**src/rtl/uart_frame_parser.sv**
```systemverilog
// rtl/uart_frame_parser.sv - assembles SYNC/LEN/payload/CSUM frames from UART receiver bytes
module uart_frame_parser #(
    parameter int         MAX_LEN      = 16,
    parameter logic [7:0] SYNC_BYTE    = 8'hA5,
    parameter int         TIMEOUT_CLKS = 130210
) (
    input  logic                         clk,
    input  logic                         rst,
    input  logic                         byte_valid,
    input  logic [7:0]                   byte_data,
    output logic                         frame_avail,
    output logic [$clog2(MAX_LEN+1)-1:0] frame_len,
    input  logic [$clog2(MAX_LEN)-1:0]   rd_addr,
    output logic [7:0]                   rd_data,
    input  logic                         frame_ack,
    output logic                         err_csum,
    output logic                         err_len,
    output logic                         err_timeout,
    output logic                         err_overrun
);

    localparam int LW = $clog2(MAX_LEN + 1);
    localparam int AW = $clog2(MAX_LEN);
    localparam int TW = $clog2(TIMEOUT_CLKS);
    localparam logic [7:0]    MAX_LEN_B = 8'(MAX_LEN);
    localparam logic [TW-1:0] T_LAST    = TW'(TIMEOUT_CLKS - 1);
    localparam logic [LW-1:0] LEN_ONE   = LW'(1);

    typedef enum logic [2:0] {S_HUNT, S_LEN, S_PAYLOAD, S_CSUM, S_HOLD} state_t;

    state_t        state_q, state_d;
    logic [LW-1:0] len_q, len_d;
    logic [7:0]    sum_q, sum_d;
    logic [AW-1:0] idx_q, idx_d;
    logic [TW-1:0] cnt_q, cnt_d;
    logic          frame_avail_q, frame_avail_d;
    logic [LW-1:0] frame_len_q, frame_len_d;
    logic [7:0]    rd_data_q, rd_data_d;
    logic          err_csum_q, err_csum_d;
    logic          err_len_q, err_len_d;
    logic          err_timeout_q, err_timeout_d;
    logic          err_overrun_q, err_overrun_d;
    logic          buf_we;
    logic [7:0]    buf_q [2**AW];

    logic          in_frame, expired, csum_ok, len_ok, last_pay;
    logic [7:0]    csum_total;

    assign in_frame   = state_q inside {S_LEN, S_PAYLOAD, S_CSUM};
    // A byte on the expiry cycle keeps the frame alive, so expiry requires an idle cycle.
    assign expired    = in_frame && !byte_valid && (cnt_q == T_LAST);
    assign csum_total = sum_q + byte_data;
    assign csum_ok    = (csum_total == 8'h00);
    assign len_ok     = (byte_data != 8'h00) && (byte_data <= MAX_LEN_B);
    assign last_pay   = ((LW'(idx_q) + LEN_ONE) == len_q);
    assign rd_data_d  = buf_q[rd_addr];

    always_ff @(posedge clk) begin
        if (!rst) begin
            state_q       <= S_HUNT;
            len_q         <= '0;
            sum_q         <= '0;
            idx_q         <= '0;
            cnt_q         <= '0;
            frame_avail_q <= 1'b0;
            frame_len_q   <= '0;
            rd_data_q     <= '0;
            err_csum_q    <= 1'b0;
            err_len_q     <= 1'b0;
            err_timeout_q <= 1'b0;
            err_overrun_q <= 1'b0;
        end else begin
            state_q       <= state_d;
            len_q         <= len_d;
            sum_q         <= sum_d;
            idx_q         <= idx_d;
            cnt_q         <= cnt_d;
            frame_avail_q <= frame_avail_d;
            frame_len_q   <= frame_len_d;
            rd_data_q     <= rd_data_d;
            err_csum_q    <= err_csum_d;
            err_len_q     <= err_len_d;
            err_timeout_q <= err_timeout_d;
            err_overrun_q <= err_overrun_d;
        end
    end

    always_ff @(posedge clk) begin
        if (buf_we) begin
            buf_q[idx_q] <= byte_data;
        end
    end

    always_comb begin
        state_d = state_q;
        len_d   = len_q;
        sum_d   = sum_q;
        idx_d   = idx_q;
        cnt_d   = (in_frame && !byte_valid) ? (cnt_q + TW'(1)) : '0;
        if (expired) begin
            state_d = S_HUNT;
            cnt_d   = '0;
        end else begin
            case (state_q)
                S_HUNT: begin
                    if (byte_valid && (byte_data == SYNC_BYTE)) begin
                        state_d = S_LEN;
                    end
                end
                S_LEN: begin
                    if (byte_valid) begin
                        if (len_ok) begin
                            len_d   = byte_data[LW-1:0];
                            sum_d   = byte_data;
                            idx_d   = '0;
                            state_d = S_PAYLOAD;
                        end else begin
                            state_d = S_HUNT;
                        end
                    end
                end
                S_PAYLOAD: begin
                    if (byte_valid) begin
                        sum_d = sum_q + byte_data;
                        idx_d = idx_q + AW'(1);
                        if (last_pay) begin
                            state_d = S_CSUM;
                        end
                    end
                end
                S_CSUM: begin
                    if (byte_valid) begin
                        state_d = csum_ok ? S_HOLD : S_HUNT;
                    end
                end
                S_HOLD: begin
                    if (frame_ack) begin
                        state_d = S_HUNT;
                    end
                end
                default: state_d = S_HUNT;
            endcase
        end
    end

    always_comb begin
        err_csum_d    = 1'b0;
        err_len_d     = 1'b0;
        err_timeout_d = expired;
        err_overrun_d = 1'b0;
        frame_avail_d = frame_avail_q;
        frame_len_d   = frame_len_q;
        buf_we        = 1'b0;
        case (state_q)
            S_LEN:     err_len_d = byte_valid && !len_ok;
            S_PAYLOAD: buf_we    = byte_valid;
            S_CSUM: begin
                if (byte_valid) begin
                    if (csum_ok) begin
                        frame_avail_d = 1'b1;
                        frame_len_d   = len_q;
                    end else begin
                        err_csum_d = 1'b1;
                    end
                end
            end
            S_HOLD: begin
                err_overrun_d = byte_valid;
                if (frame_ack) begin
                    frame_avail_d = 1'b0;
                end
            end
            default: ;
        endcase
    end

    assign frame_avail = frame_avail_q;
    assign frame_len   = frame_len_q;
    assign rd_data     = rd_data_q;
    assign err_csum    = err_csum_q;
    assign err_len     = err_len_q;
    assign err_timeout = err_timeout_q;
    assign err_overrun = err_overrun_q;

endmodule

```
**config.mk**
```make
export PLATFORM = sky130hd
export DESIGN_NAME = uart_frame_parser
export DESIGN_NICKNAME = d
export VERILOG_FILES = /design/src/rtl/uart_frame_parser.sv
export SDC_FILE = /design/constraint.sdc
export NUM_CORES = 1
export LEC_CHECK = 0
export BUFFER_PORTS_ARGS = -buffer_cell sky130_fd_sc_hd__buf_2
export CORE_UTILIZATION = 53
export CTS_CLUSTER_SIZE = 28
export DETAILED_ROUTE_END_ITERATION = 10
export PLACE_DENSITY = 0.69
export SYNTH_ARGS = -nofsm -noshare
export SYNTH_HDL_FRONTEND = slang
export SYNTH_SLANG_ARGS = --single-unit
export TNS_END_PERCENT = 50
```
**constraint.sdc**
```tcl
create_clock -name clk -period 5.1 [get_ports clk]
set_input_delay 0.255 -clock clk [delete_from_list [all_inputs] [get_ports clk]]
set_output_delay 0.255 -clock clk [all_outputs]
set_load 0.02 [all_outputs]
```
[Word level (Yosys, flattened, before mapping)]
Memories as Yosys holds them, arrays and structs flattened. A register that Yosys moved wholly into a read port is not among the register bits.
Index checks and enable logic that the tools add are counted.
Operators by class
  multiply operators: 0
  equality and inequality tests: 15
  div/mod/pow operators: 0
  shift operators: 0
  muxes and demuxes: 25
  reductions and logical operators: 24
  $add $sub $neg: 4
  bitwise logic cells: 3
  order comparisons: 1
Operators by type and width (number)
  $mux 8: 3
  $mux 3: 7
  $add 17x1->17 const B: 1
  $eq 17x17->1 const B: 1
  $ne 2x2->1 const B: 8
  $pmux 8 s2: 1
  $pmux 3 s5: 1
  $mux 4: 3
  $add 8x8->8: 1
  $eq 8x8->1 const B: 1
  $le 8x5->1 const B: 1
  $logic_not 8->1: 1
  $pmux 4 s2: 1
  $reduce_and 4->1: 2
  $reduce_bool 8->1: 1
  $mux 1: 7
  $eq 3x2->1 const B: 2
  $reduce_and 3->1: 2
  $reduce_and 6->1: 1
  $add 4x1->5 const B: 1
  $eq 5x5->1: 1
  $logic_and 1x1->1: 5
  $reduce_and 5->1: 1
  $add 4x1->4 const B: 1
  other kinds (12): 18
Storage, ports and cells
  bits of input ports: 16
  ROM bits: 0
  bits in latches: 0
  output and inout bits: 18
  register bits: 47
  logic and storage cells: 84
  RAM bits: 128
  memories kept: 1
Memory list
  buf_q: words 16, bits a word 8, read ports 1, clocked after memory_dff 1, write ports 1, RTL line 44  | logic [7:0] buf_q [2**AW];

[Logic depth before layout (Yosys ltp)]
  depth after elaboration: 6
  gate-level depth with buffers: 9
  gate-level depth less buffers: 9

[Worst setup path after synthesis]
No wires, ideal clock.
  path type: reg-to-reg
  start: reg sum_q[0]
  end: reg frame_len_q[0] (netlist: frame_len[0])
  arrival time: 2.338 ns
  cell stages (with the launch flop): 10
  path buffers: 0
  slack: 2.691 ns
  data required time: 5.028 ns
  setup time: 0.072 ns
  period minus slack after synthesis: 2.409 ns
  cell sequence: dfxtp_1 -> ha_1 -> inv_1 -> fa_1 -> nand2b_1 -> a21o_1 -> a211oi_1 -> nand2_2 -> nor4_4 -> mux2i_1
On the way
  longest elaborated chain between the ends: 3
RTL lines
  start: declaration: RTL line 33  | logic [7:0] sum_q, sum_d;
  start signal: assignment: RTL line 75  | sum_q <= sum_d;
  $add 8x8->8: RTL line 52  | assign csum_total = sum_q + byte_data;
  $logic_not 8->1: RTL line 53  | assign csum_ok = (csum_total == 8'h00);
  $reduce_and 3->1 (no line)
  end signal: assignment: RTL line 79  | frame_len_q <= frame_len_d;
  end: declaration: RTL line 37  | logic [LW-1:0] frame_len_q, frame_len_d;
No other way between the ends.
A chain may end at the register's enable or synchronous reset.

[Worst setup path after layout]
  start: reg state_q[1]
  end: mem buf_q[0][4] (enable)
On the way
  longest elaborated chain between the ends: 4
RTL lines
  start: declaration: RTL line 31  | state_t state_q, state_d;
  start signal: assignment: RTL line 73  | state_q <= state_d;
  $eq 3x2->1: RTL line 154  | case (state_q)
  $mux 1: RTL line 154
  $mux 1: RTL line 89  | if (buf_we) begin
  $mux 1 (not written as such): RTL line 90  | buf_q[idx_q] <= byte_data;
  end: declaration: RTL line 44
No other way between the ends.

==> impl_metrics.csv <==
group,metric,value,unit
run_status,status,"completed",
place,place_area,8000,um2
yosys,ys.flop_type,"edfxtp_1",
finish,fin_cells,750,
grt,grt_pass1_wl,24100,um
setup_path,arrival,2.83,ns
setup_path,reg2reg_slack,2.33,ns
worst_hold_path,holdPathStages,3,
floorplanning,core_area,14000,um2
setup_path,required,5.16,ns
route,vias,4413,
clocking,clk_pin_slew_worst_paths,0.06,ns
setup_path,reg2reg_from,"state_q[1]",
sta,slew_headroom,27.6,%
floorplanning,die_area,15000,um2
sta,skew,0.00919,ns
setup_path,ff2ff_path_depth,4,
floorplanning,die_w,123,um
sta,rsz0062_at_grt,"no",
clocking,cts_repair_resize_count,0,
place,dpl.cell_count,718,
yosys,yosysSeqAreaShare,64.2,%
place,gp_congestion,0.826,
floorplanning,die_height,123,um
yosys,synth_area,7700,um2
route,drc,0,
route,vias_per_cell,5.88,
yosys,ys_ff_latch,183,
setup_path,critPathKind,"flop to flop",
yosys,synth_top_area_share,49.9,%
clocking,cts_setup_buffers,0,
setup_path,start_kind,"flop",
finish,n_antenna_cell,0,
route,wire_per_inst,20.3,um
sta,post-route-period-util,54.2,%
grt,gr-total-overflow,0,
flow_run,max_cap_viol_count,0,
sta,tns,0,ns
grt,antenna_found_initial,0,
yosys,yosysTopAreaCell,"edfxtp_1",
grt,track_usage,22.3,%
sta,hold-worst-slack,0.149,ns
clocking,cts_sinks,183,
pwr,p_leak,2.85,nW
sta,maxSlewViolCount,0,
setup_path,critPathMaxFanout,19,
clocking,clock-root-buffer,"clkbuf_16",
finish,final_common_cell,"edfxtp_1",
sta,fin_crit,2.77,ns
finish,regArea,4940,um2
yosys,syn-num-nets,559,
worst_hold_path,whs_endpoint,"err_overrun",
finish,fillerInstances,1048,
sta,clock.fmax,362,MHz
clocking,numCtsBuffers,17,
yosys,async_flop_share,0,%
pwr,vdd_ir_drop_max,0.229,mV
finish,synthToLayoutAreaGrowth,11.2,%
floorplanning,rows,43,
yosys,synth_cell_types,57,
route,routed_wl,15200,um
clocking,cts_buffer_depth,2,
finish,final_cell_mix,"edfxtp_1, nor2_1, dfxtp_1",
place,dpl.hpwl,9920,um
route,drtPass1Iterations,5,
yosys,yosysWarningCount,0,
floorplanning,ios,34,
yosys,synthTopCellsByArea,"edfxtp_1, dfxtp_1, mux4_2",
clocking,cts_tree,"yes",
sta,finalSetupViolations,0,
pwr,power_density,348,nW/um2
setup_path,r2r-end,"buf_q[0][4]",
setup_path,crit_path_end_kind,"flop",
finish,post-route-util,61.0,%
route,ant_nets,0,
finish,postLayoutCellArea,8570,um2
finish,nets,587,
grt,grt_max_degree,33,
worst_hold_path,hold_start,"byte_valid",
finish,layout-drive-gt1-share,20.0,%
sta,worstMarginPinSlew,1.08,ns
clocking,htreeDepth,4,
grt,grt_pass1_vias,4418,
floorplanning,start_util,54.9,%
route,drt_iter0_drc,352,
yosys,synth.avg_cell_area,14.6,um2
clocking,clkLatencyLatePin,0.43,ns
worst_hold_path,hold_class,"input port to flop",
place,portBuffers,33,
clocking,cts_hold_buffers,0,
sta,hold_viol,0,
finish,multi_input_area,2620,um2
yosys,synthCells,529,
yosys,synth_edf_count,128,
==> stage by stage <==
| stage | worst slack [ns] | total power (W) |
|---|---|---|
| after floorplan | 2.69 | 0.00171 |
| after global placement | 2.20 | 0.00176 |
| after detailed placement | 2.08 | 0.00176 |
| after CTS | 2.35 | 0.00301 |
| after global routing | 2.17 | 0.00307 |
| final | 2.33 | 0.00298 |
==> cells by family after synthesis <==
family	synth area share, %
multiplexers	13.4
buffers and inverters	1.82
adder cells (fa/ha/maj)	2.37
flip-flops	64.2
XOR/XNOR	2.84
AO/OA/AOI/OAI	4.55
AND/OR/NAND/NOR	10.8
==> synthesized netlist by cell type, types with 3 or more instances <==
library cell,instances
edfxtp_1,128
nor2_1,67
dfxtp_1,55
nand2_1,42
mux4_2,40
clkbuf_1,18
xor2_1,17
ha_1,13
mux2i_1,12
nand3_1,11
and2_1,9
inv_1,9
o21ai_0,9
xnor2_1,8
a21oi_1,7
nor3_1,6
nand2b_1,5
buf_2,4
nand4_1,4
nor4_1,4
a2111oi_0,3
a311oi_1,3
nand3b_1,3
nor2b_1,3
nor3b_1,3
o21a_1,3
or3_1,3
or4_1,3
==> power breakdown <==
part	internal [W]	switching, W	total (W)
clock	0.000714	0.000541	0.00126
combinational	0.0000534	0.0000802	0.000134
sequential	0.00159	0.00000233	0.00159
==> flip-flops by register name, indices dropped and copies added, names as in the netlist <==
register	cells
buf_q	128
cnt_q	17
err_csum	1
err_len	1
err_overrun	1
err_timeout	1
frame_avail	1
frame_len	5
idx_q	4
len_q	5
rd_data	8
state_q	3
sum_q	8
==> layer usage <==
layer	GRT usage, %	share of wire (%)	wire [um]	vias to the layer above
li1	-	-	-	2060
met1	28.9	43	6570	2210
met2	37.2	51	7840	121
met3	4.93	4.1	622	22
met4	7.09	1.4	206	0
met5	0	0	0	-
==> worst max-delay path: stages (launching register included) <==
cell and delay [ns]:
dfxtp_1 0.49, nand2b_1 0.17, nand2b_1 0.52, or3_1 0.55, nor2_1 0.66
==> layout make-up <==
type / count / area share (%)
timing repair buffer: 34 / 2.02
tap: 180 / 2.63
sequential: 183 / 57.7
inverter: 9 / 0.394
clock buffer: 23 / 5.58
multi-input combinational: 312 / 30.6
clock inverter: 9 / 1.08
==> worst max path at each step <==
| stage | slack (ns) | cells past startpoint | endpoint | start |
|---|---|---|---|---|
| after floorplan | 2.69 | 9 | frame_len[0] | sum_q[0] |
| after global placement | 2.20 | 10 | frame_len[2] | byte_data[0] |
| after detailed placement | 2.08 | 10 | frame_len[3] | byte_data[0] |
| after CTS | 2.35 | 4 | buf_q[0][4] | state_q[1] |
| after global routing | 2.17 | 9 | frame_len[1] | sum_q[0] |
| final | 2.33 | 4 | buf_q[0][4] | state_q[1] |
Power figures use the tool's default switching activity.
